--- config.mk ---
export PLATFORM = sky130hd
export DESIGN_NAME = tinyvga_dither_out
export DESIGN_NICKNAME = d
export VERILOG_FILES = /design/src/rtl/tinyvga_dither_out.sv
export SDC_FILE = /design/constraint.sdc
export NUM_CORES = 1
export LEC_CHECK = 0
export BUFFER_PORTS_ARGS = -buffer_cell sky130_fd_sc_hd__buf_2
export CAP_MARGIN = 20
export CORE_MARGIN = 2
export CORE_UTILIZATION = 55
export DETAILED_ROUTE_END_ITERATION = 10
export PLACE_DENSITY = 0.83
export SLEW_MARGIN = 20
export SYNTH_ARGS = -nofsm -noshare
export SYNTH_HDL_FRONTEND = slang
export SYNTH_SLANG_ARGS = --single-unit
--- constraint.sdc ---
create_clock -name clk -period 5.3 [get_ports clk]
set_input_delay 0.795 -clock clk [delete_from_list [all_inputs] [get_ports clk]]
set_output_delay 0.795 -clock clk [all_outputs]
set_load 0.005 [all_outputs]
--- src/rtl/tinyvga_dither_out.sv ---
// tinyvga_dither_out
//   Output stage for the TinyVGA PMOD. Quantises 8-bit RGB to 2 bits per
//   channel with a 4x4 ordered (Bayer) dither. The pattern can rotate from
//   frame to frame. The block delay-aligns hsync/vsync/display_on with the
//   pixel path, applies blanking, and owns the frame counter.
// Ports
//   clk, reset          pixel clock; asynchronous active-high reset
//   hsync_in, vsync_in  active-high raw syncs
//   display_on          visible-area flag
//   hpos_lsb, vpos_lsb  low position bits aligned with r/g/b_in
//   r_in, g_in, b_in    8-bit colour
//   dither_en           0 = plain truncation to c[7:6]
//   uo_out              {hs,B[0],G[0],R[0],vs,B[1],G[1],R[1]}
//   frame_count         frames elapsed since reset (wraps)
//   frame_tick          one-clk pulse when frame_count advances
module tinyvga_dither_out #(
   parameter int unsigned SYNC_DELAY = 0,
   parameter int unsigned FRAME_W    = 12,
   parameter bit          TEMPORAL   = 1'b1,
   parameter bit          HSYNC_INV  = 1'b1,
   parameter bit          VSYNC_INV  = 1'b1
) (
   input  logic               clk,
   input  logic               reset,
   input  logic               hsync_in,
   input  logic               vsync_in,
   input  logic               display_on,
   input  logic [1:0]         hpos_lsb,
   input  logic [1:0]         vpos_lsb,
   input  logic [7:0]         r_in,
   input  logic [7:0]         g_in,
   input  logic [7:0]         b_in,
   input  logic               dither_en,
   output logic [7:0]         uo_out,
   output logic [FRAME_W-1:0] frame_count,
   output logic               frame_tick
);

   // uo_out_q is the final sync stage, so only 1+SYNC_DELAY stages live here.
   localparam int unsigned SD = 1 + SYNC_DELAY;

   logic [SD-1:0]      hs_pipe_q, hs_pipe_d;
   logic [SD-1:0]      vs_pipe_q, vs_pipe_d;
   logic [SD-1:0]      de_pipe_q, de_pipe_d;

   logic [7:0]         r_q, g_q, b_q;
   logic [1:0]         hpos_q, vpos_q;
   logic               den_q;

   logic [7:0]         uo_out_q, uo_out_d;
   logic               vs_q;
   logic [FRAME_W-1:0] frame_count_q, frame_count_d;
   logic               frame_tick_q, frame_tick_d;

   function automatic logic [3:0] bayer(input logic [1:0] row, input logic [1:0] col);
      logic [3:0] t;
      case ({row, col})
         4'h0: t = 4'd0;   4'h1: t = 4'd8;   4'h2: t = 4'd2;   4'h3: t = 4'd10;
         4'h4: t = 4'd12;  4'h5: t = 4'd4;   4'h6: t = 4'd14;  4'h7: t = 4'd6;
         4'h8: t = 4'd3;   4'h9: t = 4'd11;  4'hA: t = 4'd1;   4'hB: t = 4'd9;
         4'hC: t = 4'd15;  4'hD: t = 4'd7;   4'hE: t = 4'd13;  default: t = 4'd5;
      endcase
      return t;
   endfunction

   // Round up by one level when the dropped fraction beats the threshold.
   // Level 3 saturates; c[1:0] never matters.
   function automatic logic [1:0] quant(input logic [7:0] c, input logic [3:0] t,
                                        input logic en);
      logic [1:0] q;
      q = c[7:6];
      if (en && (c[5:2] > t) && (q != 2'd3)) q = q + 2'd1;
      return q;
   endfunction

   logic [1:0] off, col;
   logic [3:0] thr;
   logic [1:0] rq, gq, bq;
   logic       hs_o, vs_o, de_o;
   logic       vs_rise;

   always_comb begin
      hs_pipe_d    = hs_pipe_q;
      vs_pipe_d    = vs_pipe_q;
      de_pipe_d    = de_pipe_q;
      hs_pipe_d[0] = hsync_in;
      vs_pipe_d[0] = vsync_in;
      de_pipe_d[0] = display_on;
      for (int i = 1; i < int'(SD); i++) begin
         hs_pipe_d[i] = hs_pipe_q[i-1];
         vs_pipe_d[i] = vs_pipe_q[i-1];
         de_pipe_d[i] = de_pipe_q[i-1];
      end
   end

   always_comb begin
      off  = TEMPORAL ? frame_count_q[1:0] : 2'd0;
      col  = hpos_q + off;
      thr  = bayer(vpos_q, col);
      rq   = quant(r_q, thr, den_q);
      gq   = quant(g_q, thr, den_q);
      bq   = quant(b_q, thr, den_q);
      hs_o = hs_pipe_q[SD-1] ^ HSYNC_INV;
      vs_o = vs_pipe_q[SD-1] ^ VSYNC_INV;
      de_o = de_pipe_q[SD-1];
      if (!de_o) begin
         rq = 2'd0;
         gq = 2'd0;
         bq = 2'd0;
      end
      uo_out_d = {hs_o, bq[0], gq[0], rq[0], vs_o, bq[1], gq[1], rq[1]};
   end

   // The frame counter watches the undelayed vsync, so upstream animation
   // sees the new count early in vertical blank.
   always_comb begin
      vs_rise       = vsync_in & ~vs_q;
      frame_count_d = frame_count_q + (vs_rise ? FRAME_W'(1) : FRAME_W'(0));
      frame_tick_d  = vs_rise;
   end

   always_ff @(posedge clk or posedge reset) begin
      if (reset) begin
         hs_pipe_q     <= '0;
         vs_pipe_q     <= '0;
         de_pipe_q     <= '0;
         r_q           <= '0;
         g_q           <= '0;
         b_q           <= '0;
         hpos_q        <= '0;
         vpos_q        <= '0;
         den_q         <= 1'b0;
         uo_out_q      <= {HSYNC_INV, 3'b000, VSYNC_INV, 3'b000};
         vs_q          <= 1'b0;
         frame_count_q <= '0;
         frame_tick_q  <= 1'b0;
      end else begin
         hs_pipe_q     <= hs_pipe_d;
         vs_pipe_q     <= vs_pipe_d;
         de_pipe_q     <= de_pipe_d;
         r_q           <= r_in;
         g_q           <= g_in;
         b_q           <= b_in;
         hpos_q        <= hpos_lsb;
         vpos_q        <= vpos_lsb;
         den_q         <= dither_en;
         uo_out_q      <= uo_out_d;
         vs_q          <= vsync_in;
         frame_count_q <= frame_count_d;
         frame_tick_q  <= frame_tick_d;
      end
   end

   assign uo_out      = uo_out_q;
   assign frame_count = frame_count_q;
   assign frame_tick  = frame_tick_q;

endmodule

==> results_dict.tcl <==
set metrics [dict create \
    crit_path_cell_trace "ha_1 -> xnor2_1 -> ha_1 -> nand3_1 -> nor2_1 -> a211o_2 -> nor3_2 -> mux2i_1" \
    cts_tree "built" \
    rows 21 \
    cts_resized 0 \
    period_minus_slack_ns 2.448 \
    min_delay_worst_endpoint "uo_out[7]" \
    antennaDiodeCount 0 \
    crit_top_cell "ha_1" \
    wirelength_mm 3.603 \
    dieArea_mm2 0.004112 \
    crit_path_start_kind "register" \
    first_iter_violations 68 \
    htreeDepth 2 \
    status "finished, final reports clean" \
    critPathBufInv 0 \
    first_pass_iters 4 \
    ir_worst_vdd_mv 0.2261 \
    tns_ns 0 \
    dp_cells 247 \
    cap_viol_max_count 0 \
    core_mm2 0.003416 \
    synthesis.nets 203 \
    yosys_warnings 0 \
    avgSynthCellArea_um2 12.91 \
    slew_violations 0 \
    clk_latency_ns 0.35 \
    reg2reg_from "frame_count[0]" \
    final_cells 255 \
    clockRootBuffer "clkbuf_4" \
    mostFrequentLayoutCell "buf_2" \
    syn_inst 154 \
    fp.dieH_um 64.13 \
    slowest_stage "dfrtp_1" \
    yosysUniqueCellTypes 30 \
    grt_pass1_vias 1384 \
    cts_buffers 5 \
    port_buffers 48 \
    vias_per_cell 5.141 \
    drc 0 \
    vias 1311 \
    syn-cell-area_mm2 0.001988 \
    start_util_pct 58.21 \
    fin_worst_skew_ns 0.01098 \
    worstHoldStart "hs_pipe_q" \
    slew_headroom_pct 38.23 \
    hp-class "reg2reg" \
    dieWidth_um 64.13 \
    p_leak_nw 1.182 \
    finalCritPeriodShare_pct 46.19 \
    hold_viol_final 0 \
    final_cell_mix "buf_2, dfrtp_1, nand2_1, ha_1, xnor2_1" \
    ys_seq_area_share_pct 59.28 \
    cp.required_ns 5.57 \
    ios 55 \
    crit_fanout 5 \
    finalWeightedCongestion 0.8727 \
    r2r_end "uo_out[1]" \
    post_drt_wl_per_cell_um 14.13 \
    worstSetupPathType "reg2reg" \
    grt_pass1_wl_mm 6.023 \
    ant_nets 0 \
    fill_cells 260 \
    cts.path.max_buffers 2 \
    setup_viol 0 \
    rsz0062_at_grt "false" \
    reg2reg_setup_slack_ns 2.85 \
    critical_path.endpoint_type "register" \
    p_per_area_mw_per_mm2 387.8 \
    final_nets 257 \
    ys_seq_elements 47 \
    arrival_ns 2.71 \
    r2r_cells 8 \
    grt_overflow 0 \
    ctsHoldBuffers 0 \
    layout-area-overhead-vs-synth_pct 18.63 \
    worst_pin_slew_ns 0.9252 \
    clk_pin_slew_ns 0.13 \
    grt_max_degree 48 \
    cp_slowest_stage_delay_ns 0.43 \
    cts_sinks 47 \
    fmax_mhz 408.5 \
    cp_top_family "adder cells" \
    antenna_found_initial 0 \
    worstHoldPathCells 1 \
    grt.total_usage_pct 19.72 \
    dp_hpwl_mm 2.757 \
    drive_gt1_share_pct 32.54 \
    postCtsSetupBuffers 0 \
]
power breakdown:
group          internal, mW  switching [mW]  leakage (nW)
clock                 0.112           0.108        0.0482
combinational         0.119           0.140         0.566
sequential            0.400          0.0365         0.567
total                 0.630           0.284          1.18
synthesized netlist by cell type:
library cell  instances  share of area, %
nor2b_1               1              0.31
nand4b_1              4               1.8
xnor2_1               9               4.0
a2111oi_4             1               1.4
a21o_1                2              0.75
nand4_1               4               1.3
nor4_2                1              0.63
a211o_2               1              0.50
mux2i_1               7               3.5
a21o_2                1              0.44
xor2_1                5               2.2
o2111ai_1             1              0.44
or2b_2                1              0.44
nand2_2               1              0.31
nand3_1               4               1.0
and4_1                1              0.44
ha_1                 15               9.4
or2_2                 1              0.31
nor4_1                1              0.31
a21oi_1               7               1.8
inv_1                 9               1.7
clkbuf_8              1              0.69
nand2b_1              5               1.6
o21ai_0               1              0.25
dfstp_2               2               2.6
nor3_2                1              0.50
xor2_2                1              0.82
dfrtp_1              45                57
nor2_1                6               1.1
nand2_1              15               2.8
per-layer routing:
layer	share of wire (%)	GRT usage [%]
met1	39	20.89
met2	52	34.24
met3	6.6	7.042
met4	2.9	10.37
met5	0	0
how the worst max path moves through the flow:
| stage | startpoint | endpoint | slack (ns) | depth (start not counted) |
|---|---|---|---|---|
| 2_1_floorplan | frame_count[0] | uo_out[1] | 3.16 | 8 |
| 3_3_place_gp | frame_count[0] | uo_out[1] | 2.97 | 8 |
| 3_5_place_dp | frame_count[0] | uo_out[1] | 2.84 | 8 |
| 4_1_cts | frame_count[0] | uo_out[1] | 2.80 | 8 |
| 5_1_grt | frame_count[0] | uo_out[1] | 2.62 | 8 |
| 6_report | frame_count[0] | uo_out[1] | 2.85 | 8 |
sequential cells by signal, summed over array words and instances, names as in the netlist:
register and cells:
frame_count 12, uo_out 8, b_q 6, g_q 6, r_q 6, hpos_q 2
vpos_q 2, de_o 1, den_q 1, frame_tick 1, hs_pipe_q 1, vs_q 1
final cells by class:
cell class	instances	area, µm²	share of cell area (%)
Clock buffer	6	51.30	2.175
Clock inverter	2	35.03	1.485
Inverter	9	33.78	1.432
Multi-Input combinational cell	97	762.0	32.31
Sequential cell	47	1179	49.97
Tap cell	46	57.56	2.440
Timing Repair Buffer	48	240.2	10.19
stage by stage:
stage	cell area, µm²	hold WS (ns)	setup slack, ns	utilization [%]	power (mW)
4_1_cts	2359	0.3733	2.804	69.05	0.9211
5_1_grt	2359	0.3904	2.622	69.05	0.9736
2_1_floorplan	1988	0.3367	3.162	-	0.6175
3_3_place_gp	2272	0.3418	2.974	66.52	0.6822
3_5_place_dp	2272	0.3547	2.844	66.52	0.7019
6_report	2359	0.3733	2.852	69.05	0.9146
logic make-up (layout without fill, tap and decap cells):
family,Yosys count,after routing,synth area share [%]
AO/OA/AOI/OAI,14,14,5.538
AND/OR/NAND/NOR,46,46,12.84
buffers and inverters,10,65,2.391
adder cells (fa/ha/maj),15,15,9.440
flip-flops,47,47,59.28
XOR/XNOR,15,15,6.986
multiplexers,7,7,3.524
Note: power is estimated with default switching activity, not from simulation.
